$ cat src/rtl/ps2_pkg.sv
// Shared constants and frame-level state type for the PS/2 keyboard receiver.
package ps2_pkg;

    localparam logic [7:0]  PS2_EXT        = 8'hE0;
    localparam logic [7:0]  PS2_BRK        = 8'hF0;
    localparam int unsigned PS2_FRAME_BITS = 11;

    typedef enum logic {
        IDLE,
        RECV
    } frame_state_t;

endpackage

$ cat src/rtl/ps2_kbd_rx_if.sv
// Keyboard pins in, decoded scancode event out.
interface ps2_kbd_rx_if;

    logic [1:0] kbd;
    logic [7:0] code;
    logic       valid;
    logic       released;
    logic       extended;
    logic       err;
    logic       busy;

    modport master (
        input  kbd,
        output code, valid, released, extended, err, busy
    );

    modport slave (
        output kbd,
        input  code, valid, released, extended, err, busy
    );

endinterface

$ cat src/rtl/ps2_frame_rx.sv
// PS/2 line synchroniser, clock glitch filter and 11-bit frame receiver with timeout.
module ps2_frame_rx
    import ps2_pkg::*;
#(
    parameter int unsigned FILTER_LEN = 4,
    parameter int unsigned TIMEOUT    = 5000
) (
    input  logic       clk,
    input  logic       rst,
    input  logic [1:0] kbd,
    output logic [7:0] rx_byte,
    output logic       byte_strobe,
    output logic       frame_err,
    output logic       busy
);

    localparam int unsigned FCNT_W = $clog2(FILTER_LEN + 1);
    localparam int unsigned TCNT_W = $clog2(TIMEOUT + 1);

    logic [1:0]        sync1, sync2;
    logic              filt, filt_d;
    logic [FCNT_W-1:0] fcnt;
    logic              sample, ps2_data;

    frame_state_t      state, state_n;
    logic [3:0]        bitcnt, bitcnt_n;
    logic [7:0]        sh, sh_n;
    logic              par, par_n;
    logic [TCNT_W-1:0] tcnt, tcnt_n;
    logic              strobe_n, err_n;

    always_ff @(posedge clk) begin
        if (rst) begin
            sync1  <= '1;
            sync2  <= '1;
            filt   <= 1'b1;
            filt_d <= 1'b1;
            fcnt   <= '0;
        end else begin
            sync1  <= kbd;
            sync2  <= sync1;
            filt_d <= filt;
            if (sync2[0] == filt) begin
                fcnt <= '0;
            end else if (fcnt == FCNT_W'(FILTER_LEN - 1)) begin
                filt <= ~filt;
                fcnt <= '0;
            end else begin
                fcnt <= fcnt + 1'b1;
            end
        end
    end

    assign sample   = filt_d & ~filt;
    assign ps2_data = sync2[1];

    // A sample event is checked before the timeout so it wins a same-cycle tie.
    always_comb begin
        state_n  = state;
        bitcnt_n = bitcnt;
        sh_n     = sh;
        par_n    = par;
        tcnt_n   = tcnt;
        strobe_n = 1'b0;
        err_n    = 1'b0;
        unique case (state)
            IDLE: begin
                tcnt_n = '0;
                if (sample && !ps2_data) begin
                    state_n  = RECV;
                    bitcnt_n = 4'd1;
                end
            end
            RECV: begin
                if (sample) begin
                    tcnt_n   = '0;
                    bitcnt_n = bitcnt + 4'd1;
                    if (bitcnt <= 4'd8) begin
                        sh_n = {ps2_data, sh[7:1]};
                    end else if (bitcnt == 4'(PS2_FRAME_BITS - 2)) begin
                        par_n = ps2_data;
                    end else begin
                        state_n  = IDLE;
                        bitcnt_n = '0;
                        if ((^{sh, par}) && ps2_data) strobe_n = 1'b1;
                        else                          err_n    = 1'b1;
                    end
                end else if (tcnt == TCNT_W'(TIMEOUT - 1)) begin
                    state_n  = IDLE;
                    bitcnt_n = '0;
                    err_n    = 1'b1;
                end else begin
                    tcnt_n = tcnt + 1'b1;
                end
            end
            default: state_n = IDLE;
        endcase
    end

    always_ff @(posedge clk) begin
        if (rst) begin
            state       <= IDLE;
            bitcnt      <= '0;
            sh          <= '0;
            par         <= 1'b0;
            tcnt        <= '0;
            byte_strobe <= 1'b0;
            frame_err   <= 1'b0;
        end else begin
            state       <= state_n;
            bitcnt      <= bitcnt_n;
            sh          <= sh_n;
            par         <= par_n;
            tcnt        <= tcnt_n;
            byte_strobe <= strobe_n;
            frame_err   <= err_n;
        end
    end

    assign rx_byte = sh;
    assign busy    = (state == RECV);

endmodule

$ cat src/rtl/ps2_kbd_rx.sv
// PS/2 set-2 scancode decoder: strips E0/F0 prefixes into extended/released flags.
module ps2_kbd_rx
    import ps2_pkg::*;
#(
    parameter int unsigned FILTER_LEN = 4,
    parameter int unsigned TIMEOUT    = 5000
) (
    input  logic         clk,
    input  logic         rst,
    ps2_kbd_rx_if.master bus
);

    logic [7:0] rx_byte;
    logic       byte_strobe, frame_err, frame_busy;

    logic [7:0] code_q;
    logic       valid_q, released_q, extended_q, err_q;
    logic       ext_pend, brk_pend;

    ps2_frame_rx #(
        .FILTER_LEN (FILTER_LEN),
        .TIMEOUT    (TIMEOUT)
    ) u_frame (
        .clk         (clk),
        .rst         (rst),
        .kbd         (bus.kbd),
        .rx_byte     (rx_byte),
        .byte_strobe (byte_strobe),
        .frame_err   (frame_err),
        .busy        (frame_busy)
    );

    // Prefixes accumulate in either order until a non-prefix byte consumes them.
    always_ff @(posedge clk) begin
        if (rst) begin
            code_q     <= '0;
            valid_q    <= 1'b0;
            released_q <= 1'b0;
            extended_q <= 1'b0;
            err_q      <= 1'b0;
            ext_pend   <= 1'b0;
            brk_pend   <= 1'b0;
        end else begin
            valid_q <= 1'b0;
            err_q   <= frame_err;
            if (frame_err) begin
                ext_pend <= 1'b0;
                brk_pend <= 1'b0;
            end else if (byte_strobe) begin
                if (rx_byte == PS2_EXT) begin
                    ext_pend <= 1'b1;
                end else if (rx_byte == PS2_BRK) begin
                    brk_pend <= 1'b1;
                end else begin
                    code_q     <= rx_byte;
                    released_q <= brk_pend;
                    extended_q <= ext_pend;
                    valid_q    <= 1'b1;
                    ext_pend   <= 1'b0;
                    brk_pend   <= 1'b0;
                end
            end
        end
    end

    assign bus.code     = code_q;
    assign bus.valid    = valid_q;
    assign bus.released = released_q;
    assign bus.extended = extended_q;
    assign bus.err      = err_q;
    assign bus.busy     = frame_busy;

endmodule
$ cat src/flat_wrapper.sv
// flat-port wrapper written by rule: the top's interface ports become plain ports
module ps2_kbd_rx_flat import ps2_pkg::*;
#(
    parameter int unsigned FILTER_LEN = 4,
    parameter int unsigned TIMEOUT    = 5000
)
  (clk, rst, bus_kbd, bus_code, bus_valid, bus_released, bus_extended, bus_err, bus_busy);
  ps2_kbd_rx_if bus_i ();
  input  logic clk;
  input  logic rst;
  input wire logic [$bits(bus_i.kbd)-1:0] bus_kbd;
  output wire logic [$bits(bus_i.code)-1:0] bus_code;
  output wire logic [$bits(bus_i.valid)-1:0] bus_valid;
  output wire logic [$bits(bus_i.released)-1:0] bus_released;
  output wire logic [$bits(bus_i.extended)-1:0] bus_extended;
  output wire logic [$bits(bus_i.err)-1:0] bus_err;
  output wire logic [$bits(bus_i.busy)-1:0] bus_busy;
  assign bus_i.kbd = bus_kbd;
  assign bus_code = bus_i.code;
  assign bus_valid = bus_i.valid;
  assign bus_released = bus_i.released;
  assign bus_extended = bus_i.extended;
  assign bus_err = bus_i.err;
  assign bus_busy = bus_i.busy;
  ps2_kbd_rx #(.FILTER_LEN(FILTER_LEN), .TIMEOUT(TIMEOUT)) u_core (.clk(clk), .rst(rst), .bus(bus_i));
endmodule
$ cat config.mk
export PLATFORM = sky130hd
export DESIGN_NAME = ps2_kbd_rx_flat
export DESIGN_NICKNAME = d
export VERILOG_FILES = /design/src/rtl/ps2_pkg.sv /design/src/rtl/ps2_kbd_rx_if.sv /design/src/rtl/ps2_frame_rx.sv /design/src/rtl/ps2_kbd_rx.sv /design/src/flat_wrapper.sv
export SDC_FILE = /design/constraint.sdc
export NUM_CORES = 1
export LEC_CHECK = 0
export CORE_MARGIN = 5
export CORE_UTILIZATION = 40
export CTS_CLUSTER_SIZE = 30
export DETAILED_ROUTE_END_ITERATION = 6
export SYNTH_ARGS = -nofsm -noshare
export SYNTH_HDL_FRONTEND = slang
export SYNTH_SLANG_ARGS = --single-unit
$ cat constraint.sdc
create_clock -name clk -period 5.3 [get_ports clk]
set_clock_uncertainty 0.2 [all_clocks]
set_input_delay 1.06 -clock clk [delete_from_list [all_inputs] [get_ports clk]]
set_output_delay 1.06 -clock clk [all_outputs]
set_load 0.005 [all_outputs]
==> flow_results.org <==
** Setup path
- Worst Setup Path Type :: in2reg
- The worst setup path is captured at a flip-flop.
- In this run the worst path has a maximum fanout of 32.
- STA puts the critical path data required time at 5.30 ns.
- The worst setup path is launched from an input port.
- Crit path arrival time :: 2.87 ns

** Cells and area
- The area growth from synthesis to layout is 15.3%.
- The finished cells cover 0.00257 sq mm.
- Net count, final :: about 260
- Fraction of layout instances using a drive strength above 1 :: 0.0813
- Number of diodes :: 0

** Drt
- Vias per cell :: 4.88
- Wire length per cell after detailed routing :: 12.2 um
- The first TritonRoute pass finished after 4 iterations.
- For this run, design rule violations remaining after detail routing come to 0.
- Detailed Route WL :: between 3000 and 4000 um
- The final route contains 1552 vias.
- Once detail routing completed, the nets flagged for antenna violations numbered 0.
- The detailed router finished its first iteration with 80 violations.

** STA
- Across all setup checks in the final design, the least slack found is 2.42 ns.
- The number of max-slew violations in the final report was 0.
- Worst slew margin relative to its limit :: 0.576
- After layout, the minimum clock period comes to between 2 and 3 ns.
- Setup repair after global routing missed its margin :: false
- In the final timing run, aggregate negative setup slack is 0 ns.
- Count of endpoints failing setup in the final report :: 0
- At the pin with the least slew margin, the transition time is between 0.6 and 0.7 ns.
- The final hold violation count is 0.
- Timing would allow up to 0.348 GHz.
- Final period util :: 0.543

** Floorplan
- Die area :: 0.00716 sq mm
- Measured along the x axis, the die boundary spans 84.6 um.
- Measured along the y axis, the die boundary spans 84.6 um.
- Initial core utilization :: 0.407
- After floorplanning, the core was divided into 27 placement rows.
- Number of placed I/O pins :: 17
- In this run the standard cell core region covers 0.00547 sq mm.

** Synth
- dfxtp_1 takes more of the synthesized area than any other cell.
- Synth cell types :: slightly above 40
- The Yosys step of the flow raised 0 warnings.
- Gate count after technology mapping :: 229
- Asr flop ratio synth :: 0
- Of the post-synthesis cell area, the dominant cell type holds 0.467.
- Mean instance size in the synthesized netlist :: 9.73 sq um
- Counting flops with a built-in enable in the synthesized netlist gives 0.
- When the netlist entered floorplanning its net count stood at 239.
- Sequential-to-total area share from yosys stat :: 0.467
- In the synthesized netlist the dominant register cell turns out to be dfxtp_1.
- In this run, synthesis produced a sequential element count of 52.
- Most used standard cell by instance count after synthesis :: dfxtp_1
- By area the synthesized netlist is led by dfxtp_1 (47%), mux2i_1 (9.9%), nor2_1 (6.2%), xor2_1 (3.5%), ha_1 (3.4%).
- Synth top cells by count :: dfxtp_1 (52), nor2_1 (37), mux2i_1 (22)
- The mapped netlist covers 0.00223 sq mm.

** Global routing
- Residual overflow from global routing :: 0
- Entering global routing, the biggest net connects 33 pins.
- For this run, the total global-route usage over all layers was measured as 0.112.
- The number of global-route vias before repair was 1498.
- Number of antenna violations at the first check in global routing :: 0
- First-pass GRT wire length :: 6820 um

** Clocking
- Once the clock tree was built, the resizer swapped 0 gates to a different size.
- The H-tree was split into 2 levels.
- Buffers inserted by post-CTS timing repair :: 0
- Clock insertion delay at the later pin of the skew report :: 0.30 ns
- After clock tree synthesis, the flow added hold-fix buffers numbering 0.
- CTS Root Buffer Type :: clkbuf_8
- Clock-pin slew was measured on the worst setup and hold paths at 0.09 ns.
- Counting the buffers created by CTS gives 5.
- For this design, the sink count on the clock tree is 52.
- Clock Tree Buf Depth :: 2
- TritonCTS built the clock tree.

** Worst hold path
- The tightest min-delay check is of the reg2reg type.

** Place
- Pre-CTS worst setup slack :: 2.06 ns
- Final HPWL from detailed placement :: 2650 um
- The placed instances occupy a cell area of about 0.0024 sq mm.
- In this run the tool buffered the top-level ports with 16 buffer cells.
- Final weighted congestion in routability-driven placement :: 0.763

** Pwr
- Design Power :: 682 uW
- For this design the static power due to leakage is 0.000914 uW.
- The worst-case IR drop observed on VDD is ~0.00013 V.
- Power per cell area :: between 200 and 300 mW/mm^2

** Job
- Max-cap violations in this run came to 0.

** Status
- The flow ran to the end, and the final reports show no timing, DRC or antenna violations.
-- worst max-delay path: stages --
cell and delay (ns):
clkdlybuf4s50_1 0.39, buf_4 0.24, inv_1 0.18, nand3_1 0.42
or3_1 0.51, o41ai_1 0.07
-- flip-flops by register name, indices dropped and copies added (netlist names), 2 cells and up --
name                    flops
u_core.bus.code             8
u_core.u_frame.bitcnt       4
u_core.u_frame.fcnt         3
u_core.u_frame.rx_byte      8
u_core.u_frame.sync1        2
u_core.u_frame.sync2        2
u_core.u_frame.tcnt        13
-- layer usage --
metal / wire (um) / vias up / GRT usage / share of wire
met5: 0 / - / 0 / 0
met4: 26 / 0 / 0.0259 / 0.0067
met3: 116 / 4 / 0.0265 / 0.030
met2: 1740 / 16 / 0.184 / 0.45
met1: 1990 / 710 / 0.149 / 0.51
li1: - / 822 / - / -
-- kinds of logic after synthesis --
kind of cell | share of synthesized area
AND/OR/NAND/NOR | 0.226
flip-flops | 0.467
AO/OA/AOI/OAI | 0.0691
multiplexers | 0.0988
buffers and inverters | 0.0342
XOR/XNOR | 0.0713
adder cells (fa/ha/maj) | 0.0337
-- layout make-up --
type | count | area [sq um]
Tap cell | 72 | 90.1
Inverter | 10 | 37.5
Clock inverter | 2 | 38.8
Sequential cell | 52 | 1040
Clock buffer | 6 | 82.6
Timing Repair Buffer | 17 | 168
Fill cell | 533 | 2900
Multi-Input combinational cell | 159 | 1110
-- cells in the final DEF, fill, tap and decap left out, types with 2 or more instances in the layout --
cell type	synthesis	routed
inv_1	10	10
xor2_1	9	9
nand3_1	5	5
or2_2	6	6
nand2b_1	3	3
nor2_1	37	37
and2_1	3	3
dfxtp_1	52	52
a211oi_1	2	2
nor3_1	4	4
ha_1	6	6
xnor2_1	4	4
or3_1	5	5
a21oi_1	9	9
nand2_1	10	10
o211a_1	2	2
clkbuf_8	0	6
and4_1	3	3
clkdlybuf4s50_1	0	16
mux2i_1	22	22
nand4_1	6	6
xnor3_1	2	2
o21ai_0	4	4
-- path summary, 6_finish.rpt --
kind	from	end	slack, ns	cells after the start
max reg2reg	u_core.u_frame.tcnt[0]	u_core.u_frame.bitcnt[0]	3.20	5
max	rst	u_core.u_frame.frame_err	2.42	6
min	u_core.u_frame.sync1[0]	u_core.u_frame.sync2[0]	0.21	1
min reg2reg	u_core.u_frame.sync1[0]	u_core.u_frame.sync2[0]	0.21	1
-- metrics by stage --
step | hold slack (ns) | utilization | std cells
floorplan | 0.189 | - | 229
global placement | 0.193 | 0.447 | 310
detailed placement | 0.196 | 0.447 | 310
CTS | 0.218 | 0.469 | 318
global route | 0.232 | 0.469 | 318
finish | 0.215 | 0.469 | 318
-- power by group --
group	internal (uW)	leakage, uW	switching, uW
clock network	154	0.0000614	126
logic	4.04	0.000433	5.52
registers	392	0.000420	0.711
Power figures use the tool's default switching activity.
